`config.mk`:
```
export PLATFORM = sky130hd
export DESIGN_NAME = boolean_function_sequencer_flat
export DESIGN_NICKNAME = d
export VERILOG_FILES = /design/src/rtl/boolean_function_sequencer_pkg.sv /design/src/rtl/boolean_function_sequencer_if.sv /design/src/rtl/boolean_function_sequencer_settle_timer.sv /design/src/rtl/boolean_function_sequencer.sv /design/src/flat_wrapper.sv
export SDC_FILE = /design/constraint.sdc
export NUM_CORES = 1
export LEC_CHECK = 0
export CORE_MARGIN = 10
export CORE_UTILIZATION = 45
export CTS_CLUSTER_SIZE = 12
export DETAILED_ROUTE_END_ITERATION = 8
export MAX_ROUTING_LAYER = met4
export PLACE_DENSITY_LB_ADDON = 0.08
export RECOVER_POWER = 50
export SLEW_MARGIN = 20
export SYNTH_ARGS = -nofsm -noshare
export SYNTH_HDL_FRONTEND = slang
export SYNTH_SLANG_ARGS = --single-unit
```
`constraint.sdc`:
```
create_clock -name clk -period 3.8 [get_ports clk]
set_clock_uncertainty 0.2 [all_clocks]
set_input_delay 1.14 -clock clk [delete_from_list [all_inputs] [get_ports clk]]
set_output_delay 1.14 -clock clk [all_outputs]
set_load 0.1 [all_outputs]
```
`src/rtl/boolean_function_sequencer_pkg.sv`:
```
// Shared types and helpers for the boolean function sequencer.
// State encodings and counter-width helper used by the top and the settle timer.
package bf_seq_pkg;

    typedef enum logic [1:0] {
        ST_IDLE    = 2'd0,
        ST_SETTLE  = 2'd1,
        ST_CAPTURE = 2'd2,
        ST_DONE    = 2'd3
    } state_e;

    function automatic int unsigned clog2(input int unsigned v);
        int unsigned r;
        r = 0;
        while ((32'd1 << r) < v) begin
            r = r + 1;
        end
        return r;
    endfunction

    // Width able to hold values 0..n, never narrower than one bit
    function automatic int unsigned cnt_width(input int unsigned n);
        int unsigned w;
        w = clog2(n + 1);
        return (w < 1) ? 1 : w;
    endfunction

endpackage

```
`src/rtl/boolean_function_sequencer_if.sv`:
```
// Handshake and function-block bus of the boolean function sequencer.
// Optional golden-table compare signals exist only when TT_CHECK_EN is defined.
interface boolean_function_sequencer_if #(
    parameter int unsigned N_IN = 3
);
    localparam int unsigned N_VEC = 1 << N_IN;

    logic             start;
    logic [N_IN-1:0]  fn_in;
    logic             fn_out;
    logic             busy;
    logic             done;
    logic [N_VEC-1:0] truth_table;
`ifdef TT_CHECK_EN
    logic [N_VEC-1:0] expected_tt;
    logic             mismatch;

    modport master (
        input  start, fn_out, expected_tt,
        output fn_in, busy, done, truth_table, mismatch
    );

    modport slave (
        output start, fn_out, expected_tt,
        input  fn_in, busy, done, truth_table, mismatch
    );
`else
    modport master (
        input  start, fn_out,
        output fn_in, busy, done, truth_table
    );

    modport slave (
        output start, fn_out,
        input  fn_in, busy, done, truth_table
    );
`endif
endinterface

```
`src/rtl/boolean_function_sequencer_settle_timer.sv`:
```
// Settle-interval counter: load clears, enable counts, expire flags the last settle cycle.
module bf_settle_timer
    import bf_seq_pkg::*;
#(
    parameter int unsigned SETTLE_CYCLES = 2
) (
    input  logic clk,
    input  logic rst_n,
    input  logic i_load,
    input  logic i_en,
    output logic o_expire_c
);
    localparam int unsigned CNT_W = cnt_width(SETTLE_CYCLES);

    logic [CNT_W-1:0] r_cnt;

    always_ff @(posedge clk or negedge rst_n) begin
        if (!rst_n) begin
            r_cnt <= '0;
        end else if (i_load) begin
            r_cnt <= '0;
        end else if (i_en) begin
            r_cnt <= r_cnt + CNT_W'(1);
        end
    end

    assign o_expire_c = (r_cnt == CNT_W'(SETTLE_CYCLES - 1));

endmodule

```
`src/rtl/boolean_function_sequencer.sv`:
```
// Walks a combinational function block through every input vector and records its truth table.
// Optional macro TT_CHECK_EN adds a golden-table compare producing a registered mismatch flag.
module boolean_function_sequencer
    import bf_seq_pkg::*;
#(
    parameter int unsigned N_IN          = 3,
    parameter int unsigned SETTLE_CYCLES = 2
) (
    input  logic                        clk,
    input  logic                        rst_n,
    boolean_function_sequencer_if.master bus
);
    localparam int unsigned N_VEC = 1 << N_IN;

    state_e           r_state, w_state_nxt;
    logic [N_IN-1:0]  r_idx, w_idx_nxt, w_idx_inc;
    logic [N_IN-1:0]  r_fn_in, w_fn_in_nxt;
    logic             r_busy, w_busy_nxt;
    logic             r_done, w_done_nxt;
    logic [N_VEC-1:0] r_tt, w_tt_nxt;
    logic             w_load, w_en, w_expire;
`ifdef TT_CHECK_EN
    logic             r_mismatch, w_mismatch_nxt;
`endif

    bf_settle_timer #(
        .SETTLE_CYCLES (SETTLE_CYCLES)
    ) u_settle_timer (
        .clk        (clk),
        .rst_n      (rst_n),
        .i_load     (w_load),
        .i_en       (w_en),
        .o_expire_c (w_expire)
    );

    assign w_idx_inc = r_idx + N_IN'(1);

    // Next-state and next-output logic; registered outputs are computed here
    always_comb begin
        w_state_nxt = r_state;
        w_idx_nxt   = r_idx;
        w_fn_in_nxt = r_fn_in;
        w_busy_nxt  = r_busy;
        w_done_nxt  = 1'b0;
        w_tt_nxt    = r_tt;
        w_load      = 1'b0;
        w_en        = 1'b0;
`ifdef TT_CHECK_EN
        w_mismatch_nxt = r_mismatch;
`endif
        unique case (r_state)
            ST_IDLE: begin
                if (bus.start) begin
                    w_tt_nxt    = '0;
                    w_idx_nxt   = '0;
                    w_fn_in_nxt = '0;
                    w_load      = 1'b1;
                    w_busy_nxt  = 1'b1;
`ifdef TT_CHECK_EN
                    w_mismatch_nxt = 1'b0;
`endif
                    w_state_nxt = ST_SETTLE;
                end
            end
            ST_SETTLE: begin
                w_en = 1'b1;
                if (w_expire) begin
                    w_state_nxt = ST_CAPTURE;
                end
            end
            ST_CAPTURE: begin
                w_tt_nxt[r_idx] = bus.fn_out;
                if (r_idx == N_IN'(N_VEC - 1)) begin
                    w_busy_nxt  = 1'b0;
                    w_done_nxt  = 1'b1;
`ifdef TT_CHECK_EN
                    w_mismatch_nxt = |(w_tt_nxt ^ bus.expected_tt);
`endif
                    w_state_nxt = ST_DONE;
                end else begin
                    w_idx_nxt   = w_idx_inc;
                    w_fn_in_nxt = w_idx_inc;
                    w_load      = 1'b1;
                    w_state_nxt = ST_SETTLE;
                end
            end
            ST_DONE: begin
                w_state_nxt = ST_IDLE;
            end
            default: begin
                w_state_nxt = ST_IDLE;
            end
        endcase
    end

    always_ff @(posedge clk or negedge rst_n) begin
        if (!rst_n) begin
            r_state <= ST_IDLE;
            r_idx   <= '0;
            r_fn_in <= '0;
            r_busy  <= 1'b0;
            r_done  <= 1'b0;
            r_tt    <= '0;
`ifdef TT_CHECK_EN
            r_mismatch <= 1'b0;
`endif
        end else begin
            r_state <= w_state_nxt;
            r_idx   <= w_idx_nxt;
            r_fn_in <= w_fn_in_nxt;
            r_busy  <= w_busy_nxt;
            r_done  <= w_done_nxt;
            r_tt    <= w_tt_nxt;
`ifdef TT_CHECK_EN
            r_mismatch <= w_mismatch_nxt;
`endif
        end
    end

    assign bus.fn_in       = r_fn_in;
    assign bus.busy        = r_busy;
    assign bus.done        = r_done;
    assign bus.truth_table = r_tt;
`ifdef TT_CHECK_EN
    assign bus.mismatch    = r_mismatch;
`endif

endmodule

```
`src/flat_wrapper.sv`:
```
// flat-port wrapper written by rule: the top's interface ports become plain ports
module boolean_function_sequencer_flat import bf_seq_pkg::*;
#(
    parameter int unsigned N_IN          = 3,
    parameter int unsigned SETTLE_CYCLES = 2
)
  (clk, rst_n, bus_start, bus_fn_out, bus_fn_in, bus_busy, bus_done, bus_truth_table);
  boolean_function_sequencer_if #(.N_IN(N_IN)) bus_i ();
  input  logic clk;
  input  logic rst_n;
  input wire logic [$bits(bus_i.start)-1:0] bus_start;
  input wire logic [$bits(bus_i.fn_out)-1:0] bus_fn_out;
  output wire logic [$bits(bus_i.fn_in)-1:0] bus_fn_in;
  output wire logic [$bits(bus_i.busy)-1:0] bus_busy;
  output wire logic [$bits(bus_i.done)-1:0] bus_done;
  output wire logic [$bits(bus_i.truth_table)-1:0] bus_truth_table;
  assign bus_i.start = bus_start;
  assign bus_i.fn_out = bus_fn_out;
  assign bus_fn_in = bus_i.fn_in;
  assign bus_busy = bus_i.busy;
  assign bus_done = bus_i.done;
  assign bus_truth_table = bus_i.truth_table;
  boolean_function_sequencer #(.N_IN(N_IN), .SETTLE_CYCLES(SETTLE_CYCLES)) u_core (.clk(clk), .rst_n(rst_n), .bus(bus_i));
endmodule
```
; ---- Word-level counts from Yosys, hierarchy flattened
; Index checks and enable logic that the tools add are counted.
; W data, S select, Z words.
[word_totals]
ff_bits = 17
latchBits = 0
ramBits = 0
romBits = 0
inputBits = 4
out_inout_bits = 13
n_memories = 0
[classes]
n_addsub = 2
n_mul = 0
n_div = 0
order_cmp = 2
eq_ne = 9
shifts = 0
mux = 23
bitwise = 0
reduce_logical = 8
[op_table]
columns = op, n
row1 = $pmux W8 S2, 1
row2 = $mux W2, 5
row3 = $bwmux W8, 1
row4 = $mux W1, 8
row5 = $mux W8, 1
row6 = $pmux W2 S4, 1
row7 = $mux W3, 2
row8 = $ne A2 B2 Y1 const B, 3
row9 = $pmux W3 S2, 1
row10 = $reduce_and A3 Y1, 2
row11 = $eq A2 B1 Y1 const B, 2
row12 = $eq A2 B2 Y1 const B, 2
row13 = $lt A3 B4 Y1 const B, 1
row14 = $pmux W1 S2, 2
row15 = $reduce_and A2 Y1, 2
row16 = $reduce_bool A2 Y1, 2
row17 = $add A3 B1 Y3 const B, 1
row18 = $demux W1 S3, 1
row19 = $eq A3 B3 Y1 const B, 1
row20 = $ge A3 B1 Y1 const B, 1
row21 = $add A2 B1 Y2 const B, 1
row22 = $logic_not A2 Y1, 1
row23 = $ne A2 B1 Y1 const B, 1
row24 = $logic_and A1 B1 Y1, 1

; ---- Depth between registers and ports, before layout
; Gate-level depths: netlist of the first run.
[logic_depth]
word_depth = 6
mapped_depth = 5
ltp_nobuf = 5

; ---- Cells and area by module
; From an unflattened synthesis of the first run, not the netlist that was laid out.
[hier_totals]
cells_unflattened = 76
hier_area_um2 = 885.8
[by_module_without_submodules]
columns = mod, instances, cells_per_inst, area_per_inst_um2
row1 = boolean_function_sequencer, 1, 68, 795.8
row2 = bf_settle_timer, 1, 8, 90.1

; ---- Worst setup path before layout of the first run
; Ideal clock, no wire load.
[synth_timing]
kind = register to output
from = reg, netlist name u_core.r_idx[0]
to = out bus_fn_in[0]
arrival_time_ns = 1.022
required_ns = 2.460
path_slack_ns = 1.438
stages_incl_launch_ff = 1
cell_sequence = dfrtp_1
[synth_rtl]
columns = element, line
row1 = "end, declared", flat_wrapper.sv:13  ; output wire logic [$bits(bus_i.fn_in)-1:0] bus_fn_in;

==> results.ini, run 1 <==
[yosys]
synth.top_cells.by_area=dfrtp_1 50%, mux2i_1 8.3%, a22o_1 5.2%
synth_top_area_share_pct=50.45
syn_area_um2=843.3
netlist.top_cell.by_area=dfrtp_1
yosysWarnings=0
ys_seq_elements=17
syn_area_per_cell_um2=11.24
syn_inst=75
synth_nets=82
ys_types=26
yosysSeqAreaShare_pct=50.45

[finish]
diodes=0
area_growth_pct=19.29
drive_gt1_share_pct=23.08
layout_commonest_cell=dfrtp_1
fin_nets=99
final_cell_mix=17 x dfrtp_1, 13 x buf_4, 11 x nand2_1, 7 x mux2i_1, 5 x a22o_1
finalNonFillerCells=116
fillers=152

[critical_path]
worst_path_largest_cell_delay_ps=600
cp_top_family=flip-flops
critPathMaxFanout=13
required_ps=2460
crit_buf_inv=1
path_class=reg -> out
slowest_stage=dfrtp_1
start_kind=flop
arrival_ps=1260
endpoint_kind=output port
path_cells=buf_4

[clock_network]
post_cts_resized=0
htreeDepth=1
post-cts-setup-buffer-count=0
worstSkewPairLatency_ps=280
clock_path_buffers=2
cts_tree=done
tritoncts.num_buffers=3
hold_buffers=0
root_buffer=clkbuf_4
clkTransAtPathRegs_ps=100
clkSinkCount=17

[detailed_routing]
ant_nets=0
first_iter_violations=8
first_pass_iters=5
route.detailed.drc=0
vias=605
wl_per_cell_um=14.16
drt-total-wl_mm=1.643
via_per_inst=5.216

[placement]
post-dp-hpwl_mm=1.217
portBuffers=16
placedCellCount=112
finalWeightedCongestion=0.7441

[global_route]
grt_max_degree=18
antenna_found_initial=0
track_usage_pct=9.202
first_global_vias=643
overflow=0
grt_pass1_wl_mm=2.904

[power]
peakVddDrop_mv=0.4118
power_density_nw_per_um2=650.4
power.leakage_nw=0.5195

[sta]
slew_headroom_pct=49.51
slew_viol_final=0
finalSetupViolCount=0
worst_pin_slew_ps=754.9
period_share_pct=68.44
finalSetupTns_ps=0
final-hold-violation-count=0
fmax_mhz=384.5
fin_hold_ws_ps=289.2
rsz0062_at_grt=false
fin_crit_ps=2601

[die]
dieArea_um2=4006
initial_utilization_pct=48.32
num_rows=15
fp.dieW_um=63.29
dieHeight_um=63.29
core_um2=1745
io_pins=17

[worst_hold_path]
hp-class=reg -> reg

[run]
cap_violations=0

[outcome]
status=finished, final reports clean

layout make-up:
class                           count  area, µm²  area share (%)
Sequential cell                    17      425.4           42.29
Timing Repair Buffer               16      127.6           12.69
Inverter                            4      15.01           1.493
Clock buffer                        4      26.28           2.612
Tap cell                           25      31.28           3.109
Multi-Input combinational cell     50      380.4           37.81
synthesized netlist by cell type:
library cell	number
clkbuf_1	2
nor3b_2	1
nor3_1	1
nand3_1	1
o22ai_1	1
o21bai_1	1
or3b_1	1
inv_1	4
dfrtp_1	17
o311ai_2	1
o211ai_2	1
nor3b_1	2
nand3b_4	1
nand3b_1	3
o31ai_1	1
nand2_1	11
a22o_1	5
buf_4	2
nor2_1	2
or2_2	1
ha_1	3
nand2b_1	1
o21ai_0	3
mux2i_1	7
a21oi_1	1
o41ai_1	1
power by group:
group	internal [W]	switching, W
Combinational	0.0000905	0.000191
Sequential	0.000216	0.0000608
Clock	0.0000408	0.0000549
Total	0.000347	0.000307
path summary, 6_finish.rpt:
kind	start	depth (start not counted)	to	slack (ps)
min in group asynchronous	rst_n	1	u_core.r_idx[1]	1160
max reg2reg	u_core.r_idx[1]	5	u_core.u_settle_timer.r_cnt[1]	1830
max	u_core.r_idx[1]	1	bus_fn_in[1]	1200
min reg2reg	u_core.u_settle_timer.r_cnt[0]	1	u_core.u_settle_timer.r_cnt[0]	290
max in group asynchronous	rst_n	1	u_core.bus.truth_table[3]	1770
min	u_core.u_settle_timer.r_cnt[0]	1	u_core.u_settle_timer.r_cnt[0]	290
kinds of logic (layout without fill, tap and decap cells):
kind of cell	after synthesis	count (layout)	synth area share, %
adders and majority gates	3	3	4.452
AOI/OAI and AO/OA	15	15	14.54
and+or+nand+nor	25	25	17.80
DFF	17	17	50.45
buffers and inverters	8	24	4.450
muxes	7	7	8.309
sequential cells by signal, summed over array words and instances (netlist names):
| name | count |
|---|---|
| u_core.r_idx | 3 |
| u_core.r_state | 2 |
| u_core.u_settle_timer.r_cnt | 2 |
| u_core.bus.busy | 1 |
| u_core.bus.truth_table | 8 |
| u_core.bus.done | 1 |
per-layer routing:
metal	global-route usage, %	share of wire, %
met5	-	0
met4	4.918	0.73
met3	3.710	6.2
met2	13.71	44
met1	10.34	49
stage by stage:
stage               util [%]  total power, W  setup WS, ps  cell area (µm²)
floorplan                  -       0.0005097          1438            843.3
global placement       56.13       0.0005568          1063            979.7
detailed placement     56.13       0.0005659          1035            979.7
CTS                    57.63       0.0006637          1184             1006
global route           57.63       0.0006978          1102             1006
finish                 57.63       0.0006543          1199             1006
(Power assumes the default switching activity.)
==> inputs of run 2 (changes only) <==
==> constraint.sdc (replaced) <==
create_clock -name clk -period 2.5 [get_ports clk]
set_clock_uncertainty 0.2 [all_clocks]
set_input_delay 0.75 -clock clk [delete_from_list [all_inputs] [get_ports clk]]
set_output_delay 0.75 -clock clk [all_outputs]
set_load 0.1 [all_outputs]
==> results.ini, run 2 (synthesis results as in run 1) <==
[outcome]
status=finished, final reports clean

[critical_path]
slowest_stage=dlygate4sd3_1
reg2reg_depth=5
path_cells=dlygate4sd3_1 > or3b_1 > o311ai_2 > o41ai_1
reg2reg_slack_ps=530
r2r-start=u_core.r_idx[0]
start_kind=primary input
path_class=in -> reg
endpoint_kind=flop
cp_top_family=buffers and inverters
arrival_ps=2090
worst_path_largest_cell_delay_ps=570
crit_buf_inv=1
critPathMaxFanout=9
required_ps=2460
reg2reg_to=u_core.u_settle_timer.r_cnt[1]

[clock_network]
tritoncts.num_buffers=3
post_cts_resized=0
worstSkewPairLatency_ps=280
clkSinkCount=17
root_buffer=clkbuf_4
clock_path_buffers=2
cts_tree=done
hold_buffers=0
htreeDepth=1
clkTransAtPathRegs_ps=90
post-cts-setup-buffer-count=0

[power]
peakVddDrop_mv=0.7010
power_w=0.001042
clkPwrFrac_pct=13.8
switching_share_pct=45.48
power.leakage_nw=0.5340
p_switching_w=0.0004740
p_int_w=0.0005683
power_density_nw_per_um2=990.5
pwr-share-seq_pct=38.8
pwr-share-comb_pct=47.4

[die]
fp.dieW_um=63.29
dieHeight_um=63.29
initial_utilization_pct=48.32
core_um2=1745
io_pins=17
num_rows=15
dieArea_um2=4006

[detailed_routing]
vias=596
first_pass_iters=4
drt-total-wl_mm=1.597
first_iter_violations=4
route.detailed.drc=0
via_per_inst=5.051
wl_per_cell_um=13.53
ant_nets=0

[global_route]
first_global_vias=612
overflow=0
antenna_found_initial=0
grt_max_degree=18
track_usage_pct=9.108
grt_pass1_wl_mm=2.849

[worst_hold_path]
hp-class=reg -> reg
worstHoldStart=u_core.bus.busy
hold_path_depth=2
min_to=u_core.bus.busy

[finish]
area_growth_pct=24.78
layout_commonest_cell=dfrtp_1
diodes=0
fin_nets=101
drive_gt1_share_pct=23.66
largest_reg_flops=8
final_cell_mix=17 x dfrtp_1, 11 x nand2_1, 10 x buf_4, 7 x mux2i_1, 5 x a22o_1

[sta]
worst_pin_slew_ps=883.9
fin_crit_ps=2133
fmax_mhz=468.7
finalSetupViolCount=0
rsz0062_at_grt=false
fin_hold_ws_ps=300.2
period_share_pct=85.34
slew_viol_final=0
slew_headroom_pct=41.08
final-hold-violation-count=0
finalSetupTns_ps=0

[run]
cap_violations=0

[placement]
portBuffers=16
finalWeightedCongestion=0.7745
post-dp-hpwl_mm=1.201

run 2: cell types whose count changed in the layout (fill, tap and decap cells not counted):
cell / change
buf_4: -3
buf_12: +3
clkbuf_1: +1
clkbuf_2: +1
run 2: power groups by stage:
stage	logic (W)	registers (W)	clock network (W)
2_1_floorplan	0.000223	0.000552	0
3_3_place_gp	0.000488	0.000408	0
3_5_place_dp	0.000500	0.000412	0
4_1_cts	0.000501	0.000407	0.000153
5_1_grt	0.000536	0.000416	0.000168
6_report	0.000494	0.000404	0.000144
run 2: worst max-delay path by stage:
stage | start | end | cells after the start
2_1_floorplan | u_core.r_idx[0] | u_core.u_settle_timer.r_cnt[1] | 5
3_3_place_gp | bus_start | u_core.bus.truth_table[1] | 4
3_5_place_dp | bus_start | u_core.bus.truth_table[1] | 4
4_1_cts | u_core.r_idx[2] | bus_fn_in[2] | 1
5_1_grt | u_core.r_idx[2] | bus_fn_in[2] | 1
6_report | bus_start | u_core.bus.truth_table[1] | 4
run 2: worst register-to-register path: stages (launching register included):
cell	delay, ps
dfrtp_1	520
ha_1	260
ha_1	240
or2_2	300
a21oi_1	200
o22ai_1	120
run 2: per-stage QoR:
stage                     worst slack (ps)  std cells  area (µm²)  util, %
after CTS                            383.0        118        1059    60.65
after detailed placement             119.3        114        1032    59.14
final                                366.5        118        1052    60.29
after floorplan                      199.3         75       843.3        -
after global routing                 298.3        118        1052    60.29
after global placement               152.2        114        1032    59.14
run 2: layout make-up:
type	instances	area [µm²]
tap	25	31.28
sequential	17	425.4
multi-input combinational	50	380.4
inverter	4	15.01
fill	159	693.2
clock buffer	4	26.28
timing repair buffer	18	173.9
run 2: per-layer routing:
metal	vias to the layer above	part of all wire [%]	GRT usage [%]
li1	302	-	-
met1	279	47	11.01
met2	13	46	12.56
met3	2	6.6	3.710
met4	0	0.75	4.918
met5	-	0	-
==> inputs of run 3 (changes only) <==
--- a/config.mk
+++ b/config.mk
@@ -5,6 +5,7 @@
 export SDC_FILE = /design/constraint.sdc
 export NUM_CORES = 1
 export LEC_CHECK = 0
+export ABC_CLOCK_PERIOD_IN_PS = 2500
 export CORE_MARGIN = 10
 export CORE_UTILIZATION = 45
 export CTS_CLUSTER_SIZE = 12
==> results of run 3 <==
The final DEF is identical to that of run 2; final timing and power are the same.
